## src/rtl/ps2_calc_pkg.sv

```systemverilog
// ps2_calc_pkg: scan codes, ASCII codes, receiver states and scan-code mapping
package ps2_calc_pkg;

    typedef enum logic {RX_IDLE = 1'b0, RX_RECV = 1'b1} rx_state_t;

    localparam logic [7:0] SC_EXT    = 8'hE0;
    localparam logic [7:0] SC_BRK    = 8'hF0;
    localparam logic [7:0] SC_LSHIFT = 8'h12;
    localparam logic [7:0] SC_RSHIFT = 8'h59;
    localparam logic [7:0] SC_MAIN_8 = 8'h3E;
    localparam logic [7:0] SC_KP_ADD = 8'h79;
    localparam logic [7:0] SC_KP_MUL = 8'h7C;
    localparam logic [7:0] SC_MINUS  = 8'h4E;
    localparam logic [7:0] SC_KP_SUB = 8'h7B;
    localparam logic [7:0] SC_SLASH  = 8'h4A;
    localparam logic [7:0] SC_EQUAL  = 8'h55;
    localparam logic [7:0] SC_ENTER  = 8'h5A;
    localparam logic [7:0] SC_C      = 8'h21;

    localparam logic [0:9][7:0] SC_MAIN_DIGITS = {8'h45, 8'h16, 8'h1E, 8'h26, 8'h25,
                                                  8'h2E, 8'h36, 8'h3D, 8'h3E, 8'h46};
    localparam logic [0:9][7:0] SC_KP_DIGITS   = {8'h70, 8'h69, 8'h72, 8'h7A, 8'h6B,
                                                  8'h73, 8'h74, 8'h6C, 8'h75, 8'h7D};

    localparam logic [7:0] ASC_NUL   = 8'h00;
    localparam logic [7:0] ASC_0     = 8'h30;
    localparam logic [7:0] ASC_STAR  = 8'h2A;
    localparam logic [7:0] ASC_PLUS  = 8'h2B;
    localparam logic [7:0] ASC_MINUS = 8'h2D;
    localparam logic [7:0] ASC_SLASH = 8'h2F;
    localparam logic [7:0] ASC_EQ    = 8'h3D;
    localparam logic [7:0] ASC_C     = 8'h63;

    // Returns {hit, ascii}. After an E0 prefix only keypad '/' and Enter are
    // calculator keys; the other E0 codes are navigation keys and are dropped.
    function automatic logic [8:0] map_code(input logic [7:0] code, input logic shift, input logic ext);
        logic [8:0] r;
        r = '0;
        if (!ext) begin
            for (int i = 0; i < 10; i++) begin
                if (code == SC_MAIN_DIGITS[i] || code == SC_KP_DIGITS[i]) r = {1'b1, ASC_0 + 8'(i)};
            end
            if (code == SC_MAIN_8 && shift) r = {1'b1, ASC_STAR};
            if (code == SC_KP_ADD) r = {1'b1, ASC_PLUS};
            if (code == SC_KP_MUL) r = {1'b1, ASC_STAR};
            if (code == SC_MINUS || code == SC_KP_SUB) r = {1'b1, ASC_MINUS};
            if (code == SC_EQUAL) r = {1'b1, shift ? ASC_PLUS : ASC_EQ};
            if (code == SC_C) r = {1'b1, ASC_C};
        end
        if (code == SC_SLASH) r = {1'b1, ASC_SLASH};
        if (code == SC_ENTER) r = {1'b1, ASC_EQ};
        return r;
    endfunction

endpackage

```

## src/rtl/ps2_frame_rx.sv

```systemverilog
// ps2_frame_rx: synchronizes the PS/2 lines and receives 11-bit frames with parity, stop and timeout checks
module ps2_frame_rx
    import ps2_calc_pkg::*;
#(
    parameter int TIMEOUT_CYC = 50000
) (
    input  logic       clk,
    input  logic       rstn,
    input  logic       ps2_clk,
    input  logic       ps2_data,
    output logic [7:0] rx_byte,
    output logic       byte_valid,
    output logic       frame_err
);

    localparam int TW = $clog2(TIMEOUT_CYC + 1);

    logic [1:0]    clk_sync, dat_sync;
    logic          clk_prev, fall, bit_d;
    logic          stop_edge, timeout, good, bad;
    logic [3:0]    bit_cnt;
    logic [TW-1:0] to_cnt;
    logic [7:0]    shreg;
    logic          par;
    rx_state_t     state, nxt;

    assign fall  = clk_prev & ~clk_sync[1];
    assign bit_d = dat_sync[1];

    // Two-flop synchronizers plus delayed clock copy for falling-edge detection; idle bus is high
    always_ff @(posedge clk or negedge rstn) begin
        if (!rstn) begin
            clk_sync <= 2'b11;
            dat_sync <= 2'b11;
            clk_prev <= 1'b1;
        end else begin
            clk_sync <= {clk_sync[0], ps2_clk};
            dat_sync <= {dat_sync[0], ps2_data};
            clk_prev <= clk_sync[1];
        end
    end

    // Receiver state register
    always_ff @(posedge clk or negedge rstn) begin
        if (!rstn) state <= RX_IDLE;
        else       state <= nxt;
    end

    // Next state: a low start bit enters RECV; the stop edge or a timeout returns to IDLE
    always_comb begin
        nxt = state;
        if (state == RX_IDLE && fall && !bit_d) nxt = RX_RECV;
        if (stop_edge || timeout) nxt = RX_IDLE;
    end

    // Frame outcome: good byte, or discard on high start bit, bad parity/stop, or timeout
    always_comb begin
        stop_edge = state == RX_RECV && fall && bit_cnt == 4'd10;
        timeout   = state == RX_RECV && !fall && to_cnt == TW'(TIMEOUT_CYC - 1);
        good      = stop_edge && bit_d && (^{shreg, par});
        bad       = (state == RX_IDLE && fall && bit_d) || (stop_edge && !good) || timeout;
    end

    // Bit counter, shift register, idle-cycle counter and registered result pulses
    always_ff @(posedge clk or negedge rstn) begin
        if (!rstn) begin
            bit_cnt    <= '0;
            to_cnt     <= '0;
            shreg      <= '0;
            par        <= 1'b0;
            rx_byte    <= '0;
            byte_valid <= 1'b0;
            frame_err  <= 1'b0;
        end else begin
            byte_valid <= good;
            frame_err  <= bad;
            to_cnt     <= (state == RX_RECV && !fall && !timeout) ? to_cnt + 1'b1 : '0;
            if (good) rx_byte <= shreg;
            if (fall) begin
                bit_cnt <= (state == RX_IDLE) ? {3'b000, ~bit_d} : (stop_edge ? 4'd0 : bit_cnt + 4'd1);
                if (state == RX_RECV && bit_cnt < 4'd9) shreg <= {bit_d, shreg[7:1]};
                if (state == RX_RECV && bit_cnt == 4'd9) par <= bit_d;
            end
            if (timeout) bit_cnt <= '0;
        end
    end

endmodule

```

## src/rtl/ps2_ascii_frontend.sv

```systemverilog
// ps2_ascii_frontend: PS/2 keyboard receiver plus scan-code to calculator ASCII decoder
module ps2_ascii_frontend
    import ps2_calc_pkg::*;
#(
    parameter int TIMEOUT_CYC = 50000
) (
    input  logic       clk,
    input  logic       rstn,
    input  logic       ps2_clk,
    input  logic       ps2_data,
    output logic [7:0] data,
    output logic       valid,
    output logic       frame_err
);

    logic [7:0] rx_byte;
    logic       rx_valid, rx_err;
    logic       ext_pending, brk_pending, shift_held;
    logic       is_shift;
    logic [8:0] hit;

    ps2_frame_rx #(.TIMEOUT_CYC(TIMEOUT_CYC)) u_rx (
        .clk       (clk),
        .rstn      (rstn),
        .ps2_clk   (ps2_clk),
        .ps2_data  (ps2_data),
        .rx_byte   (rx_byte),
        .byte_valid(rx_valid),
        .frame_err (rx_err)
    );

    // Classify the received byte and look up its ASCII mapping
    always_comb begin
        is_shift = rx_byte == SC_LSHIFT || rx_byte == SC_RSHIFT;
        hit      = map_code(rx_byte, shift_held, ext_pending);
    end

    // Decoder: prefix tracking, shift state, and one output pulse per mapped make code
    always_ff @(posedge clk or negedge rstn) begin
        if (!rstn) begin
            data        <= ASC_NUL;
            valid       <= 1'b0;
            frame_err   <= 1'b0;
            ext_pending <= 1'b0;
            brk_pending <= 1'b0;
            shift_held  <= 1'b0;
        end else begin
            valid     <= 1'b0;
            frame_err <= rx_err;
            if (rx_err) begin
                ext_pending <= 1'b0;
                brk_pending <= 1'b0;
            end else if (rx_valid) begin
                if (rx_byte == SC_EXT) ext_pending <= 1'b1;
                else if (rx_byte == SC_BRK) brk_pending <= 1'b1;
                else begin
                    ext_pending <= 1'b0;
                    if (brk_pending) begin
                        brk_pending <= 1'b0;
                        if (is_shift) shift_held <= 1'b0;
                    end else if (is_shift) shift_held <= 1'b1;
                    else if (hit[8]) begin
                        valid <= 1'b1;
                        data  <= hit[7:0];
                    end
                end
            end
        end
    end

endmodule

```

## config.mk

```make
export PLATFORM = sky130hd
export DESIGN_NAME = ps2_ascii_frontend
export DESIGN_NICKNAME = d
export VERILOG_FILES = /design/src/rtl/ps2_calc_pkg.sv /design/src/rtl/ps2_frame_rx.sv /design/src/rtl/ps2_ascii_frontend.sv
export SDC_FILE = /design/constraint.sdc
export NUM_CORES = 1
export LEC_CHECK = 0
export BUFFER_PORTS_ARGS = -buffer_cell sky130_fd_sc_hd__buf_4
export CAP_MARGIN = 20
export CORE_ASPECT_RATIO = 1.25
export CORE_MARGIN = 4
export CORE_UTILIZATION = 34
export DETAILED_ROUTE_END_ITERATION = 7
export PLACE_DENSITY = 0.53
export REMOVE_ABC_BUFFERS = 1
export SKIP_LAST_GASP = 1
export SLEW_MARGIN = 20
export SYNTH_ARGS = -nofsm -noshare
export SYNTH_HDL_FRONTEND = slang
export SYNTH_HIERARCHICAL = 1
export SYNTH_SLANG_ARGS = --single-unit
```

## constraint.sdc

```tcl
create_clock -name clk -period 2.59 [get_ports clk]
set_input_delay 0.518 -clock clk [delete_from_list [all_inputs] [get_ports clk]]
set_output_delay 0.518 -clock clk [all_outputs]
set_load 0.02 [all_outputs]
```

-- After elaboration in Yosys (flattened, before gate mapping)
Cells that the tools add are included.
- flip-flop bits (word level): 58
- bits of input ports: 4
- output and inout port bits: 10
- logic and storage cells: 154
- add/sub/neg operators: 2
- magnitude comparators: 1
- eq/ne operators: 37
- mux-type cells: 45
- bitwise gates (word level): 9
- reductions and logical operators: 43
- operators by type and width (operator ; number):
    $mux W9 ; 19
    $eq A8 B7 Y1 const B ; 20
    $eq A8 B6 Y1 const B ; 7
    $eq A8 B5 Y1 const B ; 3
    $mux W1 ; 20
    $add A16 B1 Y16 const B ; 1
    $eq A16 B16 Y1 const B ; 1
    $eq A8 B8 Y1 const B ; 2
    $mux W16 ; 1
    $mux W4 ; 4
    $logic_or A1 B1 Y1 ; 15
    $logic_and A1 B1 Y1 ; 14
    $reduce_xor A9 Y1 ; 1
    $eq A4 B4 Y1 const B ; 2
    $not A1 Y1 ; 8
    $reduce_and A2 Y1 ; 4
    $reduce_and A7 Y1 ; 1
    $reduce_bool A2 Y1 ; 3
    $mux W5 ; 1
    $reduce_and A5 Y1 ; 1
    $add A4 B1 Y4 const B ; 1
    $logic_not A1 Y1 ; 4
    $lt A4 B4 Y1 const B ; 1
    $ne A3 B2 Y1 const B ; 1
    2 further kinds ; 2

-- Longest topological paths before layout
Gate-level depths: netlist of the first run.
- word-level depth: 28
- depth in mapped cells: 9
- depth with buffers taken out: 7

-- Hierarchy
Netlist of the first run, hierarchy kept.
- by module, submodules not included (module ; times used ; cells an instance ; area each (µm²) ; sequential area each (µm²)):
    ps2_frame_rx ; 1 ; 172 ; 2065.7 ; 1132.3
    ps2_ascii_frontend ; 1 ; 146 ; 1214.9 ; 300.3

-- Worst setup path after synthesis of the first run
No wires, ideal clock.
- kind: register -> register
- start: register u_rx.rx_byte[4]
- end: register data[0]
- library setup time: 125 ps
- arrival time: 2157 ps
- data required time: 2465 ps
- slack: 308 ps
- cell stages (with the launch flop): 9
- buffers on the path: 2
- period minus slack after synthesis: 2282 ps
- cell sequence: dfrtp_1 buf_2 and4b_1 buf_6 nand3_2 o31ai_1 a221o_1 o311ai_4 mux2_4
- word-level cells in the longest chain between the ends: 22
- elaborated cells between the ends (all ways): 68
- classes of those cells: 32 x eq/ne; 19 x mux; 3 x bitwise; 14 x reduce/logical
- RTL lines (element ; line ; source):
    from (decl) ; ps2_frame_rx.sv:11 ; output logic [7:0] rx_byte,
    from (signal assigned) ; ps2_frame_rx.sv:78 ; if (good) rx_byte <= shreg;
    $eq A8 B7 Y1 ; ps2_calc_pkg.sv:41 ; if (code == SC_MAIN_DIGITS[i] || code == SC_KP_DIGITS[i]) r = {1'b1, ASC_0 + 8'(i)};
    $logic_or A1 B1 Y1 ; ps2_calc_pkg.sv:41 ;
    $mux W9 (10 in series) ; ps2_calc_pkg.sv:41 ;
    $mux W9 ; ps2_calc_pkg.sv:43 ; if (code == SC_MAIN_8 && shift) r = {1'b1, ASC_STAR};
    $mux W9 ; ps2_calc_pkg.sv:44 ; if (code == SC_KP_ADD) r = {1'b1, ASC_PLUS};
    $mux W9 ; ps2_calc_pkg.sv:45 ; if (code == SC_KP_MUL) r = {1'b1, ASC_STAR};
    $mux W9 ; ps2_calc_pkg.sv:46 ; if (code == SC_MINUS || code == SC_KP_SUB) r = {1'b1, ASC_MINUS};
    $mux W9 ; ps2_calc_pkg.sv:47 ; if (code == SC_EQUAL) r = {1'b1, shift ? ASC_PLUS : ASC_EQ};
    $mux W9 ; ps2_calc_pkg.sv:48 ; if (code == SC_C) r = {1'b1, ASC_C};
    $mux W9 ; ps2_calc_pkg.sv:39 ; if (!ext) begin
    $mux W9 ; ps2_calc_pkg.sv:50 ; if (code == SC_SLASH) r = {1'b1, ASC_SLASH};
    $mux W9 ; ps2_calc_pkg.sv:51 ; if (code == SC_ENTER) r = {1'b1, ASC_EQ};
    $reduce_and A7 Y1 (no line) ; -- ;
    to (signal assigned) ; ps2_ascii_frontend.sv:64 ; data <= hit[7:0];
    to (decl) ; ps2_ascii_frontend.sv:11 ; output logic [7:0] data,
Parallel ways exist; a longest one is shown, timed or not.
A chain may end at the register's enable or synchronous reset.

-- Worst setup path in the final report of the first run
- start: register u_rx.rx_byte[4]
- end: register data[6]
The elaborated chain is that of the path after synthesis.

==> impl_metrics.tcl, run 1 <==
set metrics [dict create \
    status "finished, final reports clean" \
    synth_top_flop_cell "sky130_fd_sc_hd__dfrtp_1" \
    fin_util 0.417 \
    grt_max_degree 58 \
    drt-total-wl_mm 6.88 \
    drt_pre_antenna_iters 5 \
    area_delta_synth_final_pct 17.7 \
    r2r_start "u_rx/rx_byte[4]$_DFFE_PN0P_" \
    reg2reg_slack_ns 0.15 \
    synth-async-reset-ratio 1.00 \
    cap_violations 0 \
    cts-htree-levels 3 \
    postCtsResizedCells 0 \
    maxSlewHeadroom 0.515 \
    critPathArrivalTime_ns 2.64 \
    port_buffers 12 \
    grt_use_total 0.133 \
    period_share 0.940 \
    post_route_cells_drive_above_1_share 0.226 \
    pwr_density_cell_nw_per_um2 932 \
    synth_edf_count 0 \
    ys_warn_count 6 \
    numCtsBuffers 9 \
    end_kind "flip-flop" \
    insertion_delay_ns 0.33 \
    hold_crit_path_type "in2async" \
    cts.repair_timing.setup_buffer_count 0 \
    reg2reg_to "data[6]$_DFFE_PN0P_" \
    maxSlewViolCount 0 \
    fp.dieArea_um2 11300 \
    ctsHoldBuffers 0 \
    finalCriticalPeriod_ns 2.44 \
    worst_clock_skew_ns 0.00792 \
    via_count_of_the_first_global_routing_pass 2433 \
    clkSlewWorstSetupHoldPaths_ns 0.05 \
    clock_tree_from_tritoncts "yes" \
    worst_r2r_path_depth 7 \
    gr-total-overflow 0 \
    cp.required_ns 2.79 \
    cts.sink_count 57 \
    seq_area_frac_synth 0.437 \
    post_synth_instance_area_um2 3280 \
    nNetsFinal 344 \
    final_ant_viol_nets 0 \
    grt_setup_unrepaired "false" \
    worst_pin_slew_ns 0.727 \
    post_synth_inst_count 318 \
    floorplan.rows 39 \
    placeableCoreArea_um2 9270 \
    ios 14 \
    num_vias 2449 \
    dp_hpwl_mm 4.86 \
    synth.avg_cell_area_um2 10.3 \
    die_h_um 118 \
    vdd_ir_drop_max_mv 0.522 \
    n_diodes 0 \
    floorplan.die.width_um 95.9 \
    max_clk_rate_ghz 0.411 \
    routed_via_density 5.29 \
    synth_cell_types 62 \
    worstSetupStartpointType "flip-flop" \
    grt_first_pass_wirelength_mm 11.7 \
    leakage_nw 1.70 \
    setup_tns_ns 0 \
    postSynthRegisterBits 57 \
    largest_driver_fanout_on_the_critical_path 8 \
    ws_path_type "reg2reg" \
    initial_standard_cell_utilization_of_the_core 0.354 \
    finalSetupViolations 0 \
    cts_root_buf "sky130_fd_sc_hd__clkbuf_16" \
    clk_path_buf_depth 2 \
    drcViolationCount 0 \
    routabilityCongestion 0.885 \
    antenna_violations_before_repair 0 \
    route.detailed.wl_per_inst_um 14.9 \
    hold_viol_final 0 \
    detailedRoute.firstIterationViolations 97 \
]
## cells in the final DEF (no fill, tap or decap), drive strengths merged, types with 3 or more instances in the layout
cell and n:
a21boi 3, a21oi 12, a32oi 3, and2 3
and3 5, and4 3, and4b 3, buf 24
clkbuf 14, dfrtp 52, dfstp 5, ha 5
inv 10, mux2 22, mux2i 3, nand2 18
nand2b 11, nand3 13, nand4 11, nand4b 4
nor2 27, nor2b 7, nor3 6, nor4b 6
o21ai 14, or3 3, xnor2 8, xor2 8
## area by class of cell
type / instances / area [um2]
clock buffers: 14 / 274
multi-input cells: 233 / 1720
clock inverters: 2 / 60.1
inverters: 10 / 37.5
fillers: 936 / 5410
flip-flops and latches: 57 / 1430
repair buffers: 24 / 180
well taps: 123 / 154
## Yosys cell counts, drive strengths merged (4+ instances only)
cell type	instances	area (um2)
mux2	22	263
inv	10	37.5
xnor2	8	70.1
dfrtp	52	1300
nand2b	11	68.8
o21ai	14	73.8
nand4b	4	35.0
clkbuf	5	18.8
buf	13	80.1
nand3	13	75.1
ha	5	62.6
and3	5	31.3
nor4b	6	58.8
nand4	11	68.8
nand2	18	67.6
xor2	8	70.1
nor2	27	101
nor2b	7	43.8
nor3	6	30.0
dfstp	5	131
a21oi	12	60.1
## routing by layer
layer / up-vias / part of all wire / track usage
li1: 1194 / - / -
met1: 1178 / 0.43 / 0.152
met2: 53 / 0.50 / 0.219
met3: 24 / 0.034 / 0.0326
met4: 0 / 0.040 / 0.0783
met5: - / 0 / 0
## worst max path at each step
stage                           startpoint             endpoint  slack [ns]  depth (start not counted)
3_3_place_gp   u_rx/rx_byte[2]$_DFFE_PN0P_  data[1]$_DFFE_PN0P_        0.07                          6
6_report       u_rx/rx_byte[4]$_DFFE_PN0P_  data[6]$_DFFE_PN0P_        0.15                          7
5_1_grt        u_rx/rx_byte[3]$_DFFE_PN0P_  data[2]$_DFFE_PN0P_       0.002                          7
4_1_cts        u_rx/rx_byte[2]$_DFFE_PN0P_  data[6]$_DFFE_PN0P_        0.10                          6
3_5_place_dp   u_rx/rx_byte[3]$_DFFE_PN0P_  data[6]$_DFFE_PN0P_        0.10                          6
2_1_floorplan  u_rx/rx_byte[4]$_DFFE_PN0P_  data[0]$_DFFE_PN0P_        0.13                          7
## kinds of logic after synthesis
logic type	share of synthesized area
flip-flops	0.437
adder cells (fa/ha/maj)	0.0191
XOR/XNOR	0.0564
buffers and inverters	0.0416
multiplexers	0.0931
other	0.00114
AO/OA/AOI/OAI	0.114
AND/OR/NAND/NOR	0.238
## critical path: stages (launching register included)
cell	delay, ns
sky130_fd_sc_hd__dfrtp_1	0.42
sky130_fd_sc_hd__and4b_1	0.29
sky130_fd_sc_hd__buf_4	0.18
sky130_fd_sc_hd__nand3_2	0.07
sky130_fd_sc_hd__nor3b_1	0.25
sky130_fd_sc_hd__nand4_1	0.19
sky130_fd_sc_hd__o311ai_4	0.57
sky130_fd_sc_hd__mux2_4	0.34
## flip-flops by register name (all words and copies together) (netlist names)
register         cells
brk_pending          1
data                 7
ext_pending          1
frame_err            1
shift_held           1
u_rx/bit_cnt         4
u_rx/byte_valid      1
u_rx/clk_prev        1
u_rx/clk_sync        2
u_rx/dat_sync        2
u_rx/frame_err       1
u_rx/par             1
u_rx/rx_byte         8
u_rx/shreg           8
u_rx/state           1
u_rx/to_cnt         16
valid                1
## power by group
| group | total, mW | switching [mW] | internal [mW] |
|---|---|---|---|
| sequential | 1.28 | 0.207 | 1.07 |
| combinational | 1.02 | 0.490 | 0.532 |
| clock | 1.30 | 0.381 | 0.919 |
## per-stage QoR
step	area [um2]	std cells	power [mW]	setup slack, ns	hold WS, ns
2_1_floorplan	3180	300	2.02	0.131	0.222
5_1_grt	3860	463	3.82	0.00169	0.292
4_1_cts	3850	463	3.64	0.104	0.286
3_3_place_gp	3520	447	2.30	0.0742	0.346
6_report	3860	463	3.60	0.154	0.253
3_5_place_dp	3520	447	2.31	0.101	0.349
No activity file was read; power rests on OpenSTA's default activity.
==> run 2, diff against run 1 <==
--- a/config.mk
+++ b/config.mk
@@ -9,10 +9,11 @@
 export CAP_MARGIN = 20
 export CORE_ASPECT_RATIO = 1.25
 export CORE_MARGIN = 4
-export CORE_UTILIZATION = 34
+export CORE_UTILIZATION = 56
 export DETAILED_ROUTE_END_ITERATION = 7
-export PLACE_DENSITY = 0.53
+export PLACE_DENSITY = 0.77
 export REMOVE_ABC_BUFFERS = 1
+export SETUP_SLACK_MARGIN = 0.02
 export SKIP_LAST_GASP = 1
 export SLEW_MARGIN = 20
 export SYNTH_ARGS = -nofsm -noshare
==> run 2 against run 1 <==
  * Final area down 6.0%
  * Cell count down 13%
  * Sequential share of layout area up 2.4 points
  * Sequential cell count did not move
  * Count of clock-buffer cells in the layout stayed put
  * Hold slack got worse by 0.011 ns
  * Register-to-register slack lost 0.06 ns
  * Global-route usage grew 5.7 points
  * First-iteration DRC count increased by 47%
  * Critical endpoint is now data[2]$_DFFE_PN0P_
==> impl_metrics.tcl, run 2 (synthesis results as in run 1) <==
set metrics [dict create \
    clkSlewWorstSetupHoldPaths_ns 0.06 \
    leakage_nw 1.62 \
    critPathArrivalTime_ns 2.70 \
    largest_register_ff_count 16 \
    reg2reg_slack_ns 0.09 \
    pwr-share-clk 0.247 \
    reg.largest.list "u_rx/to_cnt: 16 flops, u_rx/rx_byte: 8 flops, u_rx/shreg: 8 flops" \
    max_flop_register "u_rx/to_cnt" \
    cts.sink_count 57 \
    placeableCoreArea_um2 5560 \
    cts_root_buf "sky130_fd_sc_hd__clkbuf_8" \
    drt_pre_antenna_iters 5 \
    ctsHoldBuffers 0 \
    worst_pin_slew_ns 0.690 \
    clk_path_buf_depth 2 \
    cts-htree-levels 3 \
    ws_path_type "reg2reg" \
    setup_tns_ns 0 \
    grt_max_degree 58 \
    fillerInstances 444 \
    cap_violations 0 \
    fin_hold_ws_ns 0.242 \
    combinationalPowerShare 0.327 \
    floorplan.die.width_um 76.5 \
    critical-path-top-delay-family "compound AO/OA/AOI/OAI gates" \
    via_count_of_the_first_global_routing_pass 2350 \
    ios 14 \
    gr-total-overflow 0 \
    sw_frac_of_total 0.337 \
    drt-total-wl_mm 6.47 \
    power_frac_seq 0.426 \
    end_kind "flip-flop" \
    worst_path_max_delay_cell "sky130_fd_sc_hd__dfrtp_1" \
    r2r_start "u_rx/rx_byte[5]$_DFFE_PN0P_" \
    initial_standard_cell_utilization_of_the_core 0.591 \
    floorplan.rows 30 \
    worstSetupStartpointType "flip-flop" \
    max_clk_rate_ghz 0.400 \
    hold_crit_path_type "in2async" \
    area_delta_synth_final_pct 10.7 \
    hold_viol_final 0 \
    p_int_mw 2.00 \
    worst_r2r_path_depth 8 \
    dp_hpwl_mm 4.56 \
    mostFrequentLayoutCells "sky130_fd_sc_hd__dfrtp_1 (52), sky130_fd_sc_hd__nor2_1 (27), sky130_fd_sc_hd__buf_4 (23)" \
    reg2reg_to "data[2]$_DFFE_PN0P_" \
    routed_via_density 6.06 \
    die_h_um 93.6 \
    pwr_density_cell_nw_per_um2 831 \
    finalSetupViolations 0 \
    vdd_ir_drop_max_mv 0.732 \
    drcViolationCount 0 \
    insertion_delay_ns 0.32 \
    crit_chain "and4b_1, a221oi_1, a21oi_1, a211oi_2, o21ai_2, o311ai_4, buf_4, mux2_4" \
    fp.dieArea_um2 7150 \
    critical_path.max_stage_delay_ns 0.47 \
    final-seq-area_um2 1430 \
    port_buffers 12 \
    n_diodes 0 \
    status "finished, final reports clean" \
    final_common_cell "sky130_fd_sc_hd__dfrtp_1" \
    route.detailed.wl_per_inst_um 16.1 \
    numCtsBuffers 9 \
    grt_first_pass_wirelength_mm 10.8 \
    maxSlewHeadroom 0.540 \
    antenna_violations_before_repair 0 \
    cp.required_ns 2.79 \
    clock_tree_from_tritoncts "yes" \
    report.power.total_mw 3.02 \
    p_switching_mw 1.02 \
    grt_use_total 0.189 \
    period_share 0.964 \
    grt_setup_unrepaired "false" \
    finalCriticalPeriod_ns 2.50 \
    maxSlewViolCount 0 \
    num_vias 2443 \
    worst_clock_skew_ns 0.00992 \
    multi_input_comb_area_um2 1720 \
    largest_driver_fanout_on_the_critical_path 11 \
    post_route_cells_drive_above_1_share 0.224 \
    final_ant_viol_nets 0 \
    routabilityCongestion 0.905 \
    detailedRoute.firstIterationViolations 143 \
    critical_path.n_buffers_inverters 1 \
    nNetsFinal 343 \
]
[run 2: final cells by class]
| class | instances | share of cell area |
|---|---|---|
| clock buffers | 14 | 0.0475 |
| repair buffers | 23 | 0.0475 |
| clock inverters | 2 | 0.00344 |
| multi-input cells | 233 | 0.475 |
| flip-flops and latches | 57 | 0.394 |
| inverters | 10 | 0.0103 |
| well taps | 64 | 0.0220 |
[run 2: repair_timing]
| action | in CTS | in global routing |
|---|---|---|
| resized for setup | 0 | 1 |
| buffers inserted | 0 | 3 |
| endpoints found under the setup margin | 0 | 5 |
[run 2: stage by stage]
step	utilization	std cells	setup WS, ns	cell area, um2
after floorplan	-	300	0.131	3180
after global placement	0.614	384	0.165	3410
after detailed placement	0.614	384	0.117	3410
after CTS	0.648	400	0.110	3600
after global routing	0.654	403	0.0168	3630
final	0.654	403	0.0930	3630
[run 2: how the worst max path moves through the flow]
stage	startpoint	to	depth (start not counted)
floorplan	u_rx/rx_byte[4]$_DFFE_PN0P_	data[0]$_DFFE_PN0P_	7
global placement	u_rx/rx_byte[5]$_DFFE_PN0P_	data[6]$_DFFE_PN0P_	7
detailed placement	u_rx/rx_byte[5]$_DFFE_PN0P_	data[4]$_DFFE_PN0P_	8
CTS	u_rx/rx_byte[5]$_DFFE_PN0P_	data[4]$_DFFE_PN0P_	8
global route	u_rx/rx_byte[5]$_DFFE_PN0P_	data[2]$_DFFE_PN0P_	8
finish	u_rx/rx_byte[5]$_DFFE_PN0P_	data[2]$_DFFE_PN0P_	8
[run 2: layer usage]
layer,up-vias,part of all wire,global-route usage
li1,1175,-,-
met5,-,0,0
met2,68,0.53,0.334
met1,1179,0.41,0.212
met3,21,0.030,0.0337
met4,0,0.032,0.118
[run 2: power by group through the flow]
stage	clock (mW)	combinational, mW	sequential [mW]
5_1_grt	0.820	1.07	1.32
4_1_cts	0.773	0.983	1.28
3_3_place_gp	0	0.956	1.29
3_5_place_dp	0	0.976	1.30
2_1_floorplan	0	0.733	1.28
6_report	0.745	0.987	1.29
[run 2: worst register-to-register path, cell delays in order (launching register included)]
cell and delay (ns):
sky130_fd_sc_hd__dfrtp_1 0.47, sky130_fd_sc_hd__and4b_1 0.35, sky130_fd_sc_hd__a221oi_1 0.34, sky130_fd_sc_hd__a21oi_1 0.09
sky130_fd_sc_hd__a211oi_2 0.25, sky130_fd_sc_hd__o21ai_2 0.12, sky130_fd_sc_hd__o311ai_4 0.29, sky130_fd_sc_hd__buf_4 0.19
sky130_fd_sc_hd__mux2_4 0.29
==> run 3, diff against run 2 <==
==> constraint.sdc (replaced) <==
create_clock -name clk -period 2.75 [get_ports clk]
set_input_delay 0.55 -clock clk [delete_from_list [all_inputs] [get_ports clk]]
set_output_delay 0.55 -clock clk [all_outputs]
set_load 0.02 [all_outputs]
==> run 3 against run 2 <==
  * Non-clock buffer count decreased by 4
  * Die area unchanged
  * Sequential share of layout area increased by 0.57 points
  * Highest routed layer unchanged
  * Sequential cell count unchanged
==> impl_metrics.tcl, run 3 (synthesis results as in run 1) <==
set metrics [dict create \
    status "finished, final reports clean" \
    reg.largest.list "u_rx/to_cnt: 16 flops, u_rx/rx_byte: 8 flops, u_rx/shreg: 8 flops" \
    critPathArrivalTime_ns 2.75 \
    worstSetupStartpointType "flip-flop" \
    leakage_nw 1.60 \
    route.met2.wl_mm 3.33 \
    ios 14 \
    ctsHoldBuffers 0 \
    fillerInstances 434 \
    vdd_ir_drop_max_mv 0.760 \
    num_vias 2434 \
    die_h_um 93.6 \
    period_share 0.923 \
    clkSlewWorstSetupHoldPaths_ns 0.06 \
    setup_tns_ns 0 \
    final_common_cell "sky130_fd_sc_hd__dfrtp_1" \
    insertion_delay_ns 0.33 \
    initial_standard_cell_utilization_of_the_core 0.591 \
    grt_first_pass_wirelength_mm 11.0 \
    n_diodes 0 \
    worst_pin_slew_ns 0.692 \
    hold_crit_path_type "in2async" \
    fp.dieArea_um2 7150 \
    via_count_of_the_first_global_routing_pass 2370 \
    routed_via_density 6.10 \
    worst_clock_skew_ns 0.00613 \
    finalCriticalPeriod_ns 2.54 \
    post_layout_instance_count_excluding_filler_cells 399 \
    post_route_cells_drive_above_1_share 0.203 \
    end_kind "flip-flop" \
    postCtsResizedCells 0 \
    max_flop_register "u_rx/to_cnt" \
    ws_path_type "reg2reg" \
    grt_setup_unrepaired "false" \
    routabilityCongestion 0.943 \
    largest_register_ff_count 16 \
    reg2reg_slack_ns 0.21 \
    clock_tree_from_tritoncts "yes" \
    antenna_violations_before_repair 0 \
    worst_slack_ns 0.211 \
    largest_driver_fanout_on_the_critical_path 11 \
    routed-wl-met3_um 252 \
    wirelength_met1_mm 2.61 \
    maxSlewHeadroom 0.539 \
    port_buffers 12 \
    max_clk_rate_ghz 0.394 \
    drt-total-wl_mm 6.39 \
    floorplan.rows 30 \
    gr-total-overflow 0 \
    post-place-cells 383 \
    placeableCoreArea_um2 5560 \
    cts.repair_timing.setup_buffer_count 0 \
    drt_pre_antenna_iters 4 \
    finalSetupViolations 0 \
    dr.max_layer_used "met4" \
    grt_use_total 0.193 \
    cts-htree-levels 3 \
    grt_max_degree 58 \
    mostFrequentLayoutCells "sky130_fd_sc_hd__dfrtp_1 (52), sky130_fd_sc_hd__nor2_1 (27), sky130_fd_sc_hd__buf_4 (19)" \
    floorplan.die.width_um 76.5 \
    cts_root_buf "sky130_fd_sc_hd__clkbuf_8" \
    r2r_start "u_rx/rx_byte[5]$_DFFE_PN0P_" \
    reg2reg_to "data[2]$_DFFE_PN0P_" \
    pwr_density_cell_nw_per_um2 797 \
    hold_viol_final 0 \
    route.detailed.wl_per_inst_um 16.0 \
    maxSlewViolCount 0 \
    nNetsFinal 339 \
    final_ant_viol_nets 0 \
    cts.sink_count 57 \
    clk_path_buf_depth 2 \
    detailedRoute.firstIterationViolations 189 \
    area_delta_synth_final_pct 9.15 \
    cp.required_ns 2.96 \
    dpl_worst_slack_ns 0.244 \
    worst_r2r_path_depth 7 \
    numCtsBuffers 9 \
    dp_hpwl_mm 4.54 \
    drcViolationCount 0 \
    cap_violations 0 \
]
==> run 3: changes by cell type in the layout (fill, tap and decap cells not counted), sizes merged <==
cell	before	now
clkinv	1	0
buf	23	19
clkinvlp	1	0
clkbuf	14	15
bufinv	0	1
==> run 3: worst max-delay path by stage <==
stage                                     start                   to  slack [ns]  cells past startpoint
detailed placement  u_rx/rx_byte[5]$_DFFE_PN0P_  data[1]$_DFFE_PN0P_        0.24                      7
floorplan           u_rx/rx_byte[4]$_DFFE_PN0P_  data[0]$_DFFE_PN0P_        0.29                      7
CTS                 u_rx/rx_byte[5]$_DFFE_PN0P_  data[2]$_DFFE_PN0P_        0.24                      7
finish              u_rx/rx_byte[5]$_DFFE_PN0P_  data[2]$_DFFE_PN0P_        0.21                      7
global route        u_rx/rx_byte[5]$_DFFE_PN0P_  data[0]$_DFFE_PN0P_        0.04                      7
global placement    u_rx/rx_byte[5]$_DFFE_PN0P_  data[6]$_DFFE_PN0P_        0.29                      7
==> run 3: layout make-up <==
type | count | area [um2] | area share
multi-input combinational | 233 | 1710 | 0.478
timing repair buffer | 19 | 143 | 0.0398
clock inverter | 1 | 30.0 | 0.00839
inverter | 10 | 37.5 | 0.0105
clock buffer | 15 | 146 | 0.0409
sequential | 57 | 1430 | 0.400
tap | 64 | 80.1 | 0.0224
==> run 3: metrics by stage <==
stage | hold WS, ns | instance area (um2) | util | total power, mW
after global placement | 0.347 | 3400 | 0.613 | 2.11
after detailed placement | 0.348 | 3400 | 0.613 | 2.14
after global routing | 0.304 | 3580 | 0.645 | 3.04
after floorplan | 0.254 | 3180 | - | 1.90
final | 0.261 | 3580 | 0.645 | 2.85
after CTS | 0.293 | 3580 | 0.645 | 2.88
==> run 3: power breakdown <==
group	internal, mW	total [mW]	switching (mW)
logic	0.480	0.934	0.454
registers	1.01	1.20	0.198
clock network	0.421	0.716	0.295
==> run 3: metal layers <==
layer	vias up	GRT usage
met5	-	0
met4	0	0.125
met3	21	0.0385
met2	66	0.334
met1	1177	0.216
li1	1170	-
==> run 3: critical path, cell delays in order (launching register included) <==
cell and delay (ns):
sky130_fd_sc_hd__dfrtp_1 0.47, sky130_fd_sc_hd__and4b_1 0.35, sky130_fd_sc_hd__a221oi_1 0.33, sky130_fd_sc_hd__a21oi_1 0.09
sky130_fd_sc_hd__a211oi_2 0.25, sky130_fd_sc_hd__o21ai_2 0.11, sky130_fd_sc_hd__o311ai_4 0.47, sky130_fd_sc_hd__mux2_4 0.34
